**src/rtl/fifo_srl_flex.sv**
```systemverilog
// fifo_srl_flex: shift-register FIFO with optional registered output stage and registered flags.
// Revision 1.0
`default_nettype none

module fifo_srl_flex #(
  parameter     MEM_STYLE  = "shiftreg",
  parameter int DATA_WIDTH = 32,
  parameter int ADDR_WIDTH = 5,
  parameter int DEPTH      = 32,
  parameter int OUTPUT_REG = 0,
  parameter int AF_MARGIN  = 2,
  parameter int AE_MARGIN  = 1
) (
  input  logic                  clk,
  input  logic                  reset,
  output logic                  if_full_n,
  input  logic                  if_write_ce,
  input  logic                  if_write,
  input  logic [DATA_WIDTH-1:0] if_din,
  output logic                  if_empty_n,
  input  logic                  if_read_ce,
  input  logic                  if_read,
  output logic [DATA_WIDTH-1:0] if_dout,
  output logic [ADDR_WIDTH:0]   if_count,
  output logic                  if_almost_full_n,
  output logic                  if_almost_empty_n
);

  localparam int                CW       = ADDR_WIDTH + 1;
  localparam int                CAP      = DEPTH + OUTPUT_REG;
  localparam logic [CW-1:0]     C_CAP    = CW'(CAP);
  localparam logic [CW-1:0]     C_AF_LIM = CW'(CAP - AF_MARGIN);
  localparam logic [CW-1:0]     C_AE_LIM = CW'(AE_MARGIN);
  localparam logic [CW-1:0]     C_ONE    = CW'(1);
  localparam logic [ADDR_WIDTH-1:0] C_ONE_A = ADDR_WIDTH'(1);

  logic [CW-1:0]         r_count;
  logic [CW-1:0]         r_srl_cnt;
  logic [CW-1:0]         w_count_nxt;
  logic [CW-1:0]         w_srl_cnt_nxt;
  logic                  r_full_n;
  logic                  r_empty_n;
  logic                  r_af_n;
  logic                  r_ae_n;
  logic                  w_valid_nxt;
  logic                  w_wr;
  logic                  w_rd;
  logic                  w_pop;
  logic [ADDR_WIDTH-1:0] w_head;
  logic [DATA_WIDTH-1:0] w_head_data;

  // Reset wins over same-cycle requests, so nothing is shifted in while reset is high.
  assign w_wr   = if_write & if_write_ce & r_full_n & ~reset;
  assign w_rd   = if_read & if_read_ce & r_empty_n & ~reset;
  assign w_head = r_srl_cnt[ADDR_WIDTH-1:0] - C_ONE_A;

  always_comb begin
    w_count_nxt   = r_count;
    w_srl_cnt_nxt = r_srl_cnt;
    if (w_wr && !w_rd) begin
      w_count_nxt = r_count + C_ONE;
    end else if (w_rd && !w_wr) begin
      w_count_nxt = r_count - C_ONE;
    end
    if (w_wr && !w_pop) begin
      w_srl_cnt_nxt = r_srl_cnt + C_ONE;
    end else if (w_pop && !w_wr) begin
      w_srl_cnt_nxt = r_srl_cnt - C_ONE;
    end
  end

  if (MEM_STYLE == "shiftreg") begin : g_srl
    (* shreg_extract = "yes" *) logic [DATA_WIDTH-1:0] r_mem [2**ADDR_WIDTH];
    always_ff @(posedge clk) begin
      if (w_wr) begin
        r_mem[0] <= if_din;
        for (int i = 1; i < DEPTH; i++) r_mem[i] <= r_mem[i-1];
      end
    end
    assign w_head_data = r_mem[w_head];
  end else begin : g_reg
    (* shreg_extract = "no" *) logic [DATA_WIDTH-1:0] r_mem [2**ADDR_WIDTH];
    always_ff @(posedge clk) begin
      if (w_wr) begin
        r_mem[0] <= if_din;
        for (int i = 1; i < DEPTH; i++) r_mem[i] <= r_mem[i-1];
      end
    end
    assign w_head_data = r_mem[w_head];
  end

  if (OUTPUT_REG != 0) begin : g_oreg
    logic [DATA_WIDTH-1:0] r_dout;
    // Refill the output stage whenever it is empty or being drained this edge.
    assign w_pop       = (r_srl_cnt != '0) & (~r_empty_n | w_rd);
    assign w_valid_nxt = w_pop | (r_empty_n & ~w_rd);
    always_ff @(posedge clk) begin
      if (reset) begin
        r_dout <= '0;
      end else if (w_pop) begin
        r_dout <= w_head_data;
      end
    end
    assign if_dout = r_dout;
  end else begin : g_comb
    assign w_pop       = w_rd;
    assign w_valid_nxt = (w_count_nxt != '0);
    assign if_dout     = w_head_data;
  end

  always_ff @(posedge clk) begin
    if (reset) begin
      r_count   <= '0;
      r_srl_cnt <= '0;
      r_full_n  <= 1'b1;
      r_empty_n <= 1'b0;
      r_af_n    <= 1'b1;
      r_ae_n    <= 1'b0;
    end else begin
      r_count   <= w_count_nxt;
      r_srl_cnt <= w_srl_cnt_nxt;
      r_full_n  <= (w_count_nxt != C_CAP);
      r_empty_n <= w_valid_nxt;
      r_af_n    <= (w_count_nxt < C_AF_LIM);
      r_ae_n    <= (w_count_nxt > C_AE_LIM);
    end
  end

  assign if_full_n         = r_full_n;
  assign if_empty_n        = r_empty_n;
  assign if_count          = r_count;
  assign if_almost_full_n  = r_af_n;
  assign if_almost_empty_n = r_ae_n;

endmodule

`default_nettype wire

```
**config.mk**
```make
export PLATFORM = sky130hd
export DESIGN_NAME = fifo_srl_flex
export DESIGN_NICKNAME = d
export VERILOG_FILES = /design/src/rtl/fifo_srl_flex.sv
export SDC_FILE = /design/constraint.sdc
export NUM_CORES = 1
export LEC_CHECK = 0
export BUFFER_PORTS_ARGS = -buffer_cell sky130_fd_sc_hd__clkbuf_2
export CAP_MARGIN = 40
export CORE_MARGIN = 1
export CORE_UTILIZATION = 40
export CTS_CLUSTER_DIAMETER = 150
export DETAILED_ROUTE_END_ITERATION = 6
export SLEW_MARGIN = 5
export SYNTH_ARGS = -nofsm -noshare
export SYNTH_HDL_FRONTEND = slang
export SYNTH_SLANG_ARGS = --single-unit
export TNS_END_PERCENT = 10
```
**constraint.sdc**
```tcl
create_clock -name clk -period 77.1 [get_ports clk]
set_input_delay 3.855 -clock clk [delete_from_list [all_inputs] [get_ports clk]]
set_output_delay 3.855 -clock clk [all_outputs]
set_load 0.1 [all_outputs]
```
==> flow_metrics.py <==
metrics = {
    "power": {
        "swShare_pct": 27.6,
        "vdd_drop_max_mv": 0.0185,
        "p_sw_uw": 379,
        "powerDensity_nw_per_um2": 30.1,
        "pwr-share-clk_pct": 36.6,
        "combPwrFrac_pct": 16.6,
        "p_leak_uw": 0.0146,
        "power_frac_seq_pct": 46.7,
        "p_int_uw": 995,
    },
    "timing": {
        "setup_viol": 0,
        "slew_headroom_pct": 19.9,
        "skew_ns": 0.0124,
        "max_freq_mhz": 109,
        "fin_tns_setup_ns": 0,
        "tightest_slew_ns": 1.20,
        "finalHoldViolations": 0,
        "setup_slack_ns": 67.95,
        "period_share_pct": 11.9,
        "rsz0062_at_grt": "no",
        "finalMaxSlewViolations": 0,
        "min_period_ns": 9.15,
    },
    "route": {
        "vias_per_cell": 5.43,
        "route.vias.total": 17500,
        "ant_nets": 0,
        "drcViolationCount": 0,
        "dr.pass1.iters": 5,
        "drt_iter0_drc": 1621,
        "wl_per_cell_um": 22.2,
        "routed_wl_um": 71500,
    },
    "finish": {
        "seq_area_um2": 31100,
        "fillers": 7997,
        "layout.nets": 1893,
        "area_delta_synth_final_pct": 13.6,
        "final_layout_size_suffix_gt1_share_pct": 29.1,
        "final-instance-count-excl-fill": 3221,
        "n_antenna_cell": 0,
        "multi_input_area_um2": 8550,
    },
    "floorplanning": {
        "io_pins": 80,
        "die_x_um": 319,
        "fp-row-count": 115,
        "die_h_um": 319,
        "die_area_um2": 102000,
        "fp.coreArea_um2": 98900,
        "start_util_pct": 40.6,
    },
    "clock_tree": {
        "htreeDepth": 3,
        "cts_buffer_depth": 3,
        "clock_sinks": 1039,
        "post_cts_resized": 0,
        "numCtsBuffers": 107,
        "clock_latency_ns": 0.67,
        "cts_tree": "yes",
        "clk_pin_slew_ns": 0.06,
        "postCtsSetupRepairBufs": 0,
        "cts_hold_buf": 0,
        "cts-root-buf": "clkbuf_16",
    },
    "critical_path": {
        "path_class": "reg2out",
        "cp.required_ns": 73.25,
        "worst_r2r_path_depth": 11,
        "cp_max_fo": 41,
        "worstPathArrival_ns": 5.30,
        "cp-start-kind": "flip-flop",
        "endpoint_kind": "output port",
    },
    "synth": {
        "synth-seq-area-share_pct": 77.4,
        "synth.largest_area_cell": "edfxtp_1",
        "yosys_warnings": 0,
        "ys_types": 48,
        "synth_most_common_cell": "edfxtp_1",
        "synth-main-ff-cell": "edfxtp_1",
        "ys_async_sr_fraction_pct": 0,
        "synth-seq-cells": 1039,
        "synth_top_area_share_pct": 76.6,
        "synth_edf_count": 1024,
        "syn_area_um2": 40100,
        "syn_inst": 1718,
        "avgSynthCellArea_um2": 23.4,
        "ys_top_cells_by_count": "edfxtp_1 (1,024), mux4_2 (256), mux2i_1 (100)",
        "synth_area_leaders": "edfxtp_1 (77%), mux4_2 (14%), mux2i_1 (2.5%), a221oi_2 (1.1%), a32o_1 (0.80%)",
        "synth_nets": 1765,
    },
    "placed_design": {
        "placed_cells": 3023,
        "post-dp-hpwl_um": 39200,
        "port_buffers": 79,
        "gp_congestion": 0.717,
        "post-place-ws_ns": 67.55,
    },
    "hold_path": {
        "hold_depth": 0,
        "hp-class": "reg2reg",
    },
    "global_route": {
        "antenna_found_initial": 4,
        "grt_first_pass_wirelength_um": 115000,
        "grt_pass1_vias": 18800,
        "grt_usage_pct": 14.4,
        "overflow": 0,
        "grt_max_degree": 222,
    },
    "flow_run": {
        "max_cap_viol_count": 0,
    },
    "run_status": {
        "status": "complete, no violations",
    },
}
-- flip-flops by register name, summed over array words and instances (netlist names) --
signal,count
if_almost_full_n,1
if_count,6
r_srl_cnt,5
if_almost_empty_n,1
if_empty_n,1
g_srl.r_mem,1024
if_full_n,1
-- layout make-up --
class,count,area share [%]
clock buffer,134,6.10
timing repair buffer,115,2.05
sequential,1039,68.1
clock inverter,63,1.34
inverter,10,0.0988
multi-input combinational,573,18.8
tap,1287,3.53
-- layer usage --
layer	track usage, %	up-vias	share of wire, %	routed length, um
li1	-	7615	-	-
met1	21.6	9366	47	33400
met2	21.6	410	47	33700
met3	2.46	89	4.4	3180
met4	4.17	2	1.7	1250
met5	0	-	0.015	11
-- worst max-delay path, cell delays in order, from the launching register on --
cell and delay [ns]:
dfxtp_4 0.66, inv_1 0.17, ha_4 0.63, buf_4 0.56
buf_16 0.30, buf_4 0.57, mux4_2 0.33, nand2_1 0.06
a32o_1 0.32, a221oi_2 0.38, clkbuf_2 0.54
-- power groups by stage --
stage,clock network [uW],registers (uW),logic (uW)
2_1_floorplan,0,670,177
3_3_place_gp,0,653,229
3_5_place_dp,0,654,234
4_1_cts,519,642,234
5_1_grt,539,644,241
6_report,503,642,229
-- cell families (layout without fill, tap and decap cells) --
kind of cell,Yosys count,in the layout,share of synthesized area [%]
AOI/OAI and AO/OA,88,88,2.44
xor gates and xnor gates,12,12,0.281
adders and majority gates,9,9,0.299
buffers and inverters,106,322,1.55
DFF,1039,1039,77.4
muxes,356,356,16.9
and+or+nand+nor,108,108,1.22
-- metrics by stage --
stage	area (um2)	util (%)	total power, uW	hold slack [ns]
floorplan	40100	-	847	0.421
global placement	41900	42.4	882	0.425
detailed placement	42200	42.7	888	0.429
CTS	45600	46.1	1400	0.441
global route	45600	46.1	1420	0.447
finish	45600	46.1	1370	0.440
-- path summary, 6_finish.rpt --
check | slack [ns] | to | from
setup / recovery | 67.95 | if_dout[21] | r_srl_cnt[0]
hold / removal | 0.44 | g_srl.r_mem[5][14] | g_srl.r_mem[4][14]
setup reg to reg | 71.69 | g_srl.r_mem[10][8] | if_full_n
hold reg to reg | 0.44 | g_srl.r_mem[5][14] | g_srl.r_mem[4][14]
-- cells in the final DEF (no fill, tap or decap), types with 6 or more instances in the layout --
master / n
clkinv_2: 19
clkinv_1: 24
nor2_1: 8
edfxtp_1: 1024
nand2_1: 76
bufinv_16: 11
clkbuf_1: 27
mux4_2: 256
dfxtp_1: 14
clkbuf_16: 107
a32o_1: 32
inv_1: 9
ha_1: 7
xnor2_1: 6
buf_4: 21
a221oi_2: 30
clkbuf_2: 79
mux2i_1: 100
buf_16: 11
Power figures use the tool's default switching activity.
